### config.mk
export PLATFORM = sky130hd
export DESIGN_NAME = serial_pattern_tx
export DESIGN_NICKNAME = d
export VERILOG_FILES = /design/src/rtl/serial_pattern_tx.sv
export SDC_FILE = /design/constraint.sdc
export NUM_CORES = 1
export LEC_CHECK = 0
export ABC_AREA = 1
export CAP_MARGIN = 20
export CORE_MARGIN = 2
export CORE_UTILIZATION = 57
export DETAILED_ROUTE_END_ITERATION = 12
export GPL_ROUTABILITY_DRIVEN = 0
export GPL_TIMING_DRIVEN = 0
export PLACE_DENSITY = 0.83
export SLEW_MARGIN = 5
export SYNTH_ARGS = -nofsm -noshare
export SYNTH_HDL_FRONTEND = slang
export SYNTH_SLANG_ARGS = --single-unit
### constraint.sdc
create_clock -name clk -period 2.2 [get_ports clk]
set_input_delay 0.22 -clock clk [delete_from_list [all_inputs] [get_ports clk]]
set_output_delay 0.22 -clock clk [all_outputs]
set_load 0.05 [all_outputs]
### src/rtl/serial_pattern_tx.sv
// serial_pattern_tx: parallel word in over valid/ready, MSB-first
// bitstream out with per-bit valid, sof/eof strobes and optional gap.
//
// Ports:
//   clk        - rising-edge clock
//   reset      - synchronous active-low reset
//   data_in    - parallel word, bit WIDTH-1 sent first
//   data_valid - data_in valid, held by source until accepted
//   data_ready - word can be accepted this cycle (combinational)
//   bitstream  - serial data, IDLE_LEVEL when no bit is sent
//   bit_valid  - bitstream carries a word/parity bit
//   sof, eof   - first / last bit of the word
//   busy       - not idle
//
// Build option: define SERIAL_TX_PARITY_EN to append an even-parity
// bit after bit 0 (eof then marks the parity bit).
module serial_pattern_tx #(
   parameter int unsigned WIDTH      = 8,
   parameter int unsigned GAP        = 1,
   parameter logic        IDLE_LEVEL = 1'b0
) (
   input  logic             clk,
   input  logic             reset,
   input  logic [WIDTH-1:0] data_in,
   input  logic             data_valid,
   output logic             data_ready,
   output logic             bitstream,
   output logic             bit_valid,
   output logic             sof,
   output logic             eof,
   output logic             busy
);

   localparam int unsigned CW = $clog2(WIDTH);
   localparam logic [CW-1:0] CNT_LD = CW'(WIDTH - 1);
   localparam logic [3:0] GAP_LD =
      (GAP > 0) ? 4'(GAP - 1) : 4'd0;

   typedef enum logic [1:0] {
      S_IDLE,
      S_SHIFT,
      S_GAP
`ifdef SERIAL_TX_PARITY_EN
      , S_PARITY
`endif
   } state_t;

   state_t           state_q;
   logic [WIDTH-1:0] shreg_q;
   logic [CW-1:0]    bitcnt_q;
   logic [3:0]       gapcnt_q;
   logic             bitstream_q;
   logic             bit_valid_q;
   logic             sof_q;
   logic             eof_q;
   logic             busy_q;
`ifdef SERIAL_TX_PARITY_EN
   logic             par_q;
`endif
   logic             accept;

   // Ready in IDLE, and also in the final bit cycle when
   // streaming back-to-back so the next MSB follows with no bubble.
   always_comb begin
      data_ready = 1'b0;
      if (reset) begin
         unique case (state_q)
            S_IDLE:   data_ready = 1'b1;
`ifdef SERIAL_TX_PARITY_EN
            S_PARITY: data_ready = (GAP == 0);
`else
            S_SHIFT:  data_ready = (GAP == 0) &&
                                   (bitcnt_q == '0);
`endif
            default:  data_ready = 1'b0;
         endcase
      end
   end

   assign accept = data_valid && data_ready;

   always_ff @(posedge clk) begin
      if (!reset) begin
         state_q     <= S_IDLE;
         shreg_q     <= '0;
         bitcnt_q    <= '0;
         gapcnt_q    <= '0;
         bitstream_q <= IDLE_LEVEL;
         bit_valid_q <= 1'b0;
         sof_q       <= 1'b0;
         eof_q       <= 1'b0;
         busy_q      <= 1'b0;
`ifdef SERIAL_TX_PARITY_EN
         par_q       <= 1'b0;
`endif
      end else if (accept) begin
         // MSB goes out now; the rest waits left-aligned.
         state_q     <= S_SHIFT;
         shreg_q     <= {data_in[WIDTH-2:0], 1'b0};
         bitcnt_q    <= CNT_LD;
         bitstream_q <= data_in[WIDTH-1];
         bit_valid_q <= 1'b1;
         sof_q       <= 1'b1;
         eof_q       <= 1'b0;
         busy_q      <= 1'b1;
`ifdef SERIAL_TX_PARITY_EN
         par_q       <= ^data_in;
`endif
      end else begin
         sof_q <= 1'b0;
         eof_q <= 1'b0;
         unique case (state_q)
            S_IDLE: begin
               bitstream_q <= IDLE_LEVEL;
               bit_valid_q <= 1'b0;
               busy_q      <= 1'b0;
            end
            S_SHIFT: begin
               if (bitcnt_q != '0) begin
                  bitstream_q <= shreg_q[WIDTH-1];
                  shreg_q     <= {shreg_q[WIDTH-2:0], 1'b0};
                  bitcnt_q    <= bitcnt_q - CW'(1);
                  bit_valid_q <= 1'b1;
`ifndef SERIAL_TX_PARITY_EN
                  eof_q       <= (bitcnt_q == CW'(1));
`endif
               end else begin
`ifdef SERIAL_TX_PARITY_EN
                  state_q     <= S_PARITY;
                  bitstream_q <= par_q;
                  bit_valid_q <= 1'b1;
                  eof_q       <= 1'b1;
`else
                  bitstream_q <= IDLE_LEVEL;
                  bit_valid_q <= 1'b0;
                  if (GAP > 0) begin
                     state_q  <= S_GAP;
                     gapcnt_q <= GAP_LD;
                     busy_q   <= 1'b1;
                  end else begin
                     state_q  <= S_IDLE;
                     busy_q   <= 1'b0;
                  end
`endif
               end
            end
`ifdef SERIAL_TX_PARITY_EN
            S_PARITY: begin
               bitstream_q <= IDLE_LEVEL;
               bit_valid_q <= 1'b0;
               if (GAP > 0) begin
                  state_q  <= S_GAP;
                  gapcnt_q <= GAP_LD;
                  busy_q   <= 1'b1;
               end else begin
                  state_q  <= S_IDLE;
                  busy_q   <= 1'b0;
               end
            end
`endif
            S_GAP: begin
               bitstream_q <= IDLE_LEVEL;
               bit_valid_q <= 1'b0;
               if (gapcnt_q == 4'd0) begin
                  state_q <= S_IDLE;
                  busy_q  <= 1'b0;
               end else begin
                  gapcnt_q <= gapcnt_q - 4'd1;
               end
            end
            default: begin
               state_q     <= S_IDLE;
               bitstream_q <= IDLE_LEVEL;
               bit_valid_q <= 1'b0;
               busy_q      <= 1'b0;
            end
         endcase
      end
   end

   assign bitstream = bitstream_q;
   assign bit_valid = bit_valid_q;
   assign sof       = sof_q;
   assign eof       = eof_q;
   assign busy      = busy_q;

endmodule
# == Word level (Yosys, flattened, before mapping) ==
# Cells that the tools add are included.
# W data, S select, Z words.
# op_classes
n_addsub,2
n_mux,26
n_bitwise,5
eq_ne,9
n_reduce_logical,14
# ops
operator,n
$mux W8,3
$mux W1,13
$mux W3,3
$mux W4,2
$ne A2 B2 Y1 const B,4
$pmux W4 S2,1
$ne A3 B3 Y1 const B,2
$pmux W2 S3,1
$reduce_and A3 Y1,2
$reduce_bool A2 Y1,3
$not A1 Y1,5
$logic_not A4 Y1,1
$mux W2,2
$reduce_and A2 Y1,2
$reduce_and A4 Y1,1
$reduce_or A4 Y1,1
$sub A4 B1 Y4 const B,1
$eq A3 B1 Y1 const B,1
$reduce_bool A3 Y1,1
$sub A3 B1 Y3 const B,1
$eq A2 B1 Y1 const B,1
$eq A2 B2 Y1 const B,1
$logic_not A2 Y1,1
$pmux W1 S2,1
2 further kinds,2
# word_totals
inputBits,11
register_bits,21

# == Depth between registers and ports, before layout ==
# Gate-level depths: netlist of the first run.
# logic_depth
depth_word,6
mapped_depth,9

# == Worst setup path after synthesis of the first run ==
# OpenSTA, ideal clock, no wires.
# synth_timing
path_type,flip-flop to flip-flop
start,reg bitcnt_q[0]
end,reg bitcnt_q[0]
synth_period_minus_slack_ps,1250
t_arrival_ps,1132
path_buffers,1
setup_slack_ps,950
setup_time_ps,119
path_stages_with_launch,8
required_ps,2081
cell_sequence,dfxtp_1 inv_1 ha_1 nand2_2 nand2_4 buf_6 nor3_1 nor3_2
# synth_via
elab_chain_cells,4
elab_cells_between_ends,7
classes_between,add/sub: 1; mux: 3; reduce/logical: 3
# synth_lines
element,line,rtl
"start, declared",50,logic [CW-1:0] bitcnt_q;
"start signal, assigned",122,bitcnt_q <= bitcnt_q - CW'(1);
$sub A3 B1 Y3,122,
$mux W3,119,if (bitcnt_q != '0) begin
$mux W3,112,unique case (state_q)
$mux W3,96,end else if (accept) begin
# Parallel ways exist; a longest one is shown, timed or not. The select of a mux whose other input is x is not followed.
# A chain may end at the register's enable or synchronous reset.

# == Final worst setup path of the first run ==
# layout_timing
start,reg state_q[1]
end,out data_ready
# layout_via
elab_chain_cells,3
# layout_lines
element,line,rtl
"start, declared",48,state_t state_q;
"start signal, assigned",84,state_q <= S_IDLE;
"start signal, assigned",98,state_q <= S_SHIFT;
"start signal, assigned",137,state_q <= S_GAP;
$logic_not A2 Y1,67,unique case (state_q)
$mux W1,67,
$mux W1,66,if (reset) begin
"end, declared",26,"output logic data_ready,"
# Every way passes these cells.

==> implementation parameters, run 1 <==
Parameter                              Value

Power and ir drop
  Overall power ... 1640 uW
  Switching power share of the total ... 0.457
  Power share of the combinational group ... 0.573
  Share of power burned in the clock network ... 0.113
  Leak pwr ... 0.000658 uW
  Switching power total ... 750 uW
  Cell internal pwr ... 890 uW
  Worst-case vdd ir drop ... 893 uV
  Cell Pwr Density ... 1180 nW/um^2
  Power share of the sequential group ... 0.314

STA
  Transition time at the pin with the least slew margin ... 0.514 ns
  Post-route setup TNS ... 0 ns
  Final max-slew violation count ... 0
  Maximum clock frequency ... 570 MHz
  Count of final setup violators ... 0
  Worst slew margin relative to its limit ... 0.656
  Share of the cycle needed by the critical path after routing ... 0.797
  Worst hold margin ... 0.165 ns
  Post-Route Skew ... 0.00500 ns
  Shortest period the worst path allows ... 1.75 ns
  Number of hold violations in the final report ... 0
  Setup repair after global routing missed its margin ... no

Clocking
  CTS root buf ... clkbuf_4
  CTS Buffer Depth ... 2
  Post-CTS Resized ... 0
  Insertion delay of the later-clocked pin in the worst-skew pair ... 0.30 ns
  CTS hold repair buffers ... 0
  CTS buffer count ... 3
  TritonCTS clock tree ... yes
  Clock Sinks ... 21
  Number of H-tree levels ... 1
  Setup bufs post-CTS ... 0
  Clock-pin transition on the worst setup and hold timing paths ... 0.11 ns

Die
  X dimension of the die ... 49.4 um
  Boundary Pins ... 17
  Total number of placement rows ... 16
  Chip height ... 49.4 um
  Die footprint ... 2440 sq um
  Placeable core region ... 1940 sq um
  Initial Utilization ... 0.604

Detailed routing
  Total wirelength of the detailed-routed design ... 2.16 mm
  Wire length per cell after detailed routing ... 10.3 um
  Remaining number of nets flagged by the antenna check after routing ... 0
  Metal-1 WL ... 956 um
  Initial DRT Pass Iterations ... 4
  Vias per std cell ... 5.03
  Detail Route met2 WL ... 1.08 mm
  Count of vias placed by the detailed router ... 1057
  Post-route DRC ... 0
  DR WL met3 ... 96 um
  Uppermost metal layer occupied by signal nets ... met4
  Iteration-0 DRC count of the detailed router ... 25

Final layout
  Reg area ... 420 sq um
  Total number of nets in the final design ... 202
  Filler cell count in the final layout ... 171
  Number of cells in the finished layout apart from fillers ... 210
  Count of antenna diodes in the layout ... 0
  Proportion of layout cells with a drive suffix above 1 ... 0.126
  Multi-input logic area ... 613 sq um
  Area growth from synthesis to final layout ... 18.1%

Synthesis
  Yosys top cell area share ... 0.358
  Biggest area consumer among synthesized cells ... dfxtp_1
  Instance count of the mapped netlist ... 164
  Mean area per synthesized cell ... 7.16 sq um
  Synth unique cells ... 21
  Top area cells in the synthesized netlist ... dfxtp_1, nand2_1, nand3_1
  Fraction of the yosys area taken by sequential cells ... 0.358
  Number of nets in the synthesized netlist ... 182
  Yosys warns ... 0
  Post-synthesis register bit count ... 21
  Netlist area before placement ... 1170 sq um

Global routing
  GR Util All Layers ... 0.212
  First-pass GRT wire length ... 4.08 mm
  Gr ovfl total ... 0
  Number of antenna violations at the first check in global routing ... 0
  Pin count of the biggest net entering global routing ... 12
  Number of global-route vias before repair ... 993

Worst setup path
  Path type of the worst setup path ... flip-flop to output pin
  Arrival time at the worst endpoint ... 1.53 ns
  Startpoint type of the worst setup path ... flip-flop
  Endpoint required time on the critical path ... 1.98 ns
  Worst-path maximum fanout ... 3
  Worst Setup End Kind ... output pin

Placement
  Post-Place Cells ... 206
  Post-detailed-placement half-perimeter wirelength ... 1.65 mm
  Quantity of I/O buffers inserted on ports ... 15

Status
  Result of the run ... complete, no violations

Hold path
  Tightest Hold Check Type ... input pin to flip-flop

Flow run
  Max Cap Viol ... 0
==> cell families after synthesis <==
kind of cell | Yosys count | synth area share
buf+inv | 27 | 0.119
simple gates | 95 | 0.375
compound gates | 14 | 0.0725
fa+ha+maj | 7 | 0.0746
flops | 21 | 0.358
==> synthesized netlist by cell type <==
master	instances
nand2_1	51
dfxtp_1	21
inv_1	20
nand3_1	20
nor2_1	13
a21oi_1	9
ha_1	7
a21oi_2	4
buf_6	3
buf_2	2
nand2_2	2
nor2_2	2
nor3_1	2
buf_8	1
inv_4	1
nand2_4	1
nand2_8	1
nand3_4	1
nor3_2	1
o21ai_0	1
or2_2	1
==> metrics by stage <==
| stage | worst slack (ns) | util | cell area [sq um] |
|---|---|---|---|
| floorplan | 0.950 | - | 1170 |
| global placement | 0.408 | 0.699 | 1360 |
| detailed placement | 0.372 | 0.699 | 1360 |
| CTS | 0.0178 | 0.713 | 1380 |
| global route | 0.309 | 0.714 | 1390 |
| finish | 0.446 | 0.714 | 1390 |
==> critical path, cell delays in order (launching register included) <==
cell,delay (ns)
dfxtp_1,0.33
inv_1,0.10
ha_1,0.26
nand2_1,0.07
inv_1,0.06
dlymetal6s2s_1,0.42
==> worst paths after layout <==
path	start	to	slack [ns]	cells after the start
worst max-delay path	state_q[1]	data_ready	0.45	5
worst min-delay path	reset	gapcnt_q[0]	0.16	3
worst max register to register	bitcnt_q[0]	bitcnt_q[0]	0.82	7
worst min register to register	shreg_q[7]	bitstream	0.48	2
==> power by group through the flow <==
stage	Clock [uW]	Combinational (uW)	Sequential, uW
after floorplan	0	681	584
after global placement	0	914	520
after detailed placement	0	942	523
after CTS	192	947	515
after global routing	205	1070	527
final	186	939	514
==> layer usage <==
layer | vias to the layer above | global-route usage
li1 | 552 | -
met1 | 476 | 0.266
met2 | 25 | 0.369
met3 | 4 | 0.0399
met4 | 0 | 0.0556
met5 | - | 0
==> flip-flops by register name, indices dropped and copies added, names as in the netlist <==
name	cells
shreg_q	7
gapcnt_q	4
bitcnt_q	3
state_q	2
bit_valid	1
bitstream	1
busy	1
eof	1
sof	1
==> cells in the final DEF (no fill, tap or decap) <==
cell,count
nor3_1,2
nand2_1,51
nand3_4,1
nor2_2,2
buf_8,1
nand2_2,2
dlymetal6s2s_1,1
nand2_4,1
a21oi_1,9
or2_2,1
dfxtp_1,21
a21oi_2,4
clkbuf_1,1
buf_6,3
buf_2,2
inv_1,20
nand3_1,20
clkbuf_4,3
nand2_8,1
nor3_2,1
clkdlybuf4s50_1,14
inv_4,1
o21ai_0,1
ha_1,7
nor2_1,13
==> area by class of cell <==
cell class	instances	share of cell area
inverters	21	0.0587
repair buffers	15	0.110
clock buffers	4	0.0190
well taps	27	0.0244
flip-flops and latches	21	0.303
multi-input cells	116	0.442
plain buffers	6	0.0424
(Power assumes the default switching activity.)
==> run 2: changes to the inputs <==
- CORE_UTILIZATION: 57 -> 48
- PLACE_DENSITY: 0.83 -> 0.75
- clock period: 2.2 -> 1.5 ns (I/O delays scaled with it)
==> run 2 against run 1 <==
Combinational power grew 47%; non-clock buffer count is the same; die area grew 17%; flip-flop and latch count is the same; sequential share of layout area grew 0.20 points; largest power group unchanged; cell count grew 0.48%; register-to-register slack lost 0.70 ns; first-iteration DRC count shrank 76%; wire length grew 6.3%; worst hold slack lost 0.088 ns; sequential power grew 49%; clock skew grew 0.0026 ns.
==> implementation parameters, run 2 (synthesized netlist as in run 1, its figures left out) <==
Parameter                              Value

Global routing
  Global-route met1 utilization ... 0.222
  M2 GR Usage ... 0.337
  GR Util All Layers ... 0.190
  Number of global-route vias before repair ... 957
  Number of antenna violations at the first check in global routing ... 0
  Layer carrying the most global-route usage ... met2
  First-pass GRT wire length ... 3.96 mm
  Gr ovfl total ... 0
  Met3 usage ... 0.0254
  Pin count of the biggest net entering global routing ... 13

Final layout
  Max FFs per register ... 7
  Utilization after layout ... 0.613
  Filler cell count in the final layout ... 230
  Final cell area excluding filler cells ... 1380 sq um
  Register bank with the most flops ... shreg_q
  Count of antenna diodes in the layout ... 0
  Most frequent cells in the layout ... nand2_1, inv_1, nand3_1, dfxtp_1, nor2_1
  Proportion of layout cells with a drive suffix above 1 ... 0.148
  Area growth from synthesis to final layout ... 17.7%
  Most common cell after layout, fill and taps aside ... nand2_1
  Biggest registers after layout ... shreg_q: 7 flops, gapcnt_q: 4 flops, bitcnt_q: 3 flops
  Total number of nets in the final design ... 202

Placement
  Post-detailed-placement half-perimeter wirelength ... 1.67 mm
  Post-placement cell area ... 1360 sq um
  Setup Slack @ Placement ... -0.185 ns
  Quantity of I/O buffers inserted on ports ... 15

Worst setup path
  Endpoint required time on the critical path ... 1.35 ns
  Worst-path maximum fanout ... 3
  Number of buffers and inverters on the critical path ... 3
  Family of cells with the greatest summed delay on the critical path ... flip-flops
  Number of cells traversed by the worst register-to-register path ... 7
  Origin of the critical flop-to-flop path ... bitcnt_q[0]
  Most frequent CP cell ... inv_1
  Path type of the worst setup path ... flip-flop to output pin
  Startpoint type of the worst setup path ... flip-flop
  CP max stage cell ... dfxtp_2
  Largest stage delay, worst path ... 0.36 ns
  Arrival time at the worst endpoint ... 1.27 ns
  Worst setup slack for register-to-register paths ... 0.12 ns
  Crit path to ... data_ready
  Launching instance or port of the critical path ... state_q[0]
  Count of cell instances traversed by the critical path ... 5
  Crit Reg-Reg Endpoint ... bitcnt_q[0]
  Worst Setup End Kind ... output pin
  CP Cell Sequence ... inv_1 > ha_2 > nand2_1 > inv_1 > buf_4

Power and ir drop
  Overall power ... 2430 uW
  Cell Pwr Density ... 1760 nW/um^2
  Leak pwr ... 0.000669 uW
  Worst-case vdd ir drop ... 1110 uV

Clocking
  Setup bufs post-CTS ... 0
  Clock-pin transition on the worst setup and hold timing paths ... 0.13 ns
  CTS buffer count ... 3
  CTS root buf ... clkbuf_4
  CTS Buffer Depth ... 2
  Insertion delay of the later-clocked pin in the worst-skew pair ... 0.31 ns
  CTS hold repair buffers ... 0
  Number of H-tree levels ... 1
  TritonCTS clock tree ... yes
  Clock Sinks ... 21

Detailed routing
  Total wirelength of the detailed-routed design ... 2.30 mm
  Remaining number of nets flagged by the antenna check after routing ... 0
  Initial DRT Pass Iterations ... 4
  Vias per std cell ... 4.91
  Count of vias placed by the detailed router ... 1036
  Iteration-0 DRC count of the detailed router ... 6
  Wire length per cell after detailed routing ... 10.9 um
  Post-route DRC ... 0

STA
  Post-route setup TNS ... 0 ns
  Share of the cycle needed by the critical path after routing ... 0.945
  Final max-slew violation count ... 0
  Number of hold violations in the final report ... 0
  Setup repair after global routing missed its margin ... no
  Maximum clock frequency ... 705 MHz
  Post-Route Skew ... 0.00755 ns
  Count of final setup violators ... 0
  Worst slew margin relative to its limit ... 0.678
  Shortest period the worst path allows ... 1.42 ns
  Transition time at the pin with the least slew margin ... 0.485 ns
  Final Worst Setup Slack ... 0.0818 ns

Die
  Die footprint ... 2860 sq um
  Placeable core region ... 2250 sq um
  Boundary Pins ... 17
  X dimension of the die ... 53.4 um
  Chip height ... 53.4 um
  Total number of placement rows ... 17
  Initial Utilization ... 0.521

Status
  Result of the run ... complete, no violations

Flow run
  Max Cap Viol ... 0

Hold path
  Tightest Hold Check Type ... input pin to flip-flop
run 2: metal layers:
metal  wire (um)  vias to the layer above
met5           0                        -
li1            -                      550
met3          56                        5
met2        1090                       19
met1        1110                      462
met4          42                        0
run 2: power by group:
| group | switching (uW) | total (uW) | leakage [uW] | internal, uW |
|---|---|---|---|---|
| logic | 880 | 1380 | 0.000480 | 502 |
| clock network | 187 | 287 | 0.0000177 | 99.8 |
| registers | 74.9 | 764 | 0.000172 | 689 |
| total | 1140 | 2430 | 0.000669 | 1290 |
run 2: what timing repair did:
action | CTS | global route
hold endpoints to repair | 0 | 0
gates resized for setup | 11 | 2
endpoints found under the setup margin | 6 | 3
run 2: worst reg2reg max path, stage by stage (launching register included):
cell and delay (ns):
dfxtp_1 0.39, inv_1 0.09, ha_1 0.22, nand2_2 0.09
nand2_4 0.10, buf_6 0.16, nor3_1 0.18, nor3_2 0.05
run 2: worst min path at each step:
stage                  end  cells past startpoint        from  slack [ns]
2_1_floorplan    bitstream                      2  data_in[7]        0.30
3_3_place_gp   gapcnt_q[1]                      3       reset        0.42
3_5_place_dp   gapcnt_q[2]                      3       reset        0.42
4_1_cts        gapcnt_q[2]                      3       reset        0.07
5_1_grt        gapcnt_q[0]                      3       reset        0.09
6_report       gapcnt_q[2]                      3       reset        0.08
run 2: stage by stage:
step	hold WS, ns	std cells
floorplan	0.297	164
global placement	0.416	207
detailed placement	0.423	207
CTS	0.0734	211
global route	0.0934	211
finish	0.0771	211
run 2: cell type report:
class / instances / area [sq um] / area share
Inverter: 21 / 81.3 / 0.0589
Clock inverter: 1 / 5.00 / 0.00362
Buffer: 6 / 58.8 / 0.0426
Sequential cell: 21 / 422 / 0.305
Clock buffer: 3 / 22.5 / 0.0163
Timing Repair Buffer: 15 / 141 / 0.102
Multi-Input combinational cell: 116 / 616 / 0.446
Tap cell: 28 / 35.0 / 0.0254
==> run 3: changes to the inputs <==
- CAP_MARGIN: 20 -> unset
==> results of run 3 <==
The final DEF is identical to that of run 2; final timing and power are the same.
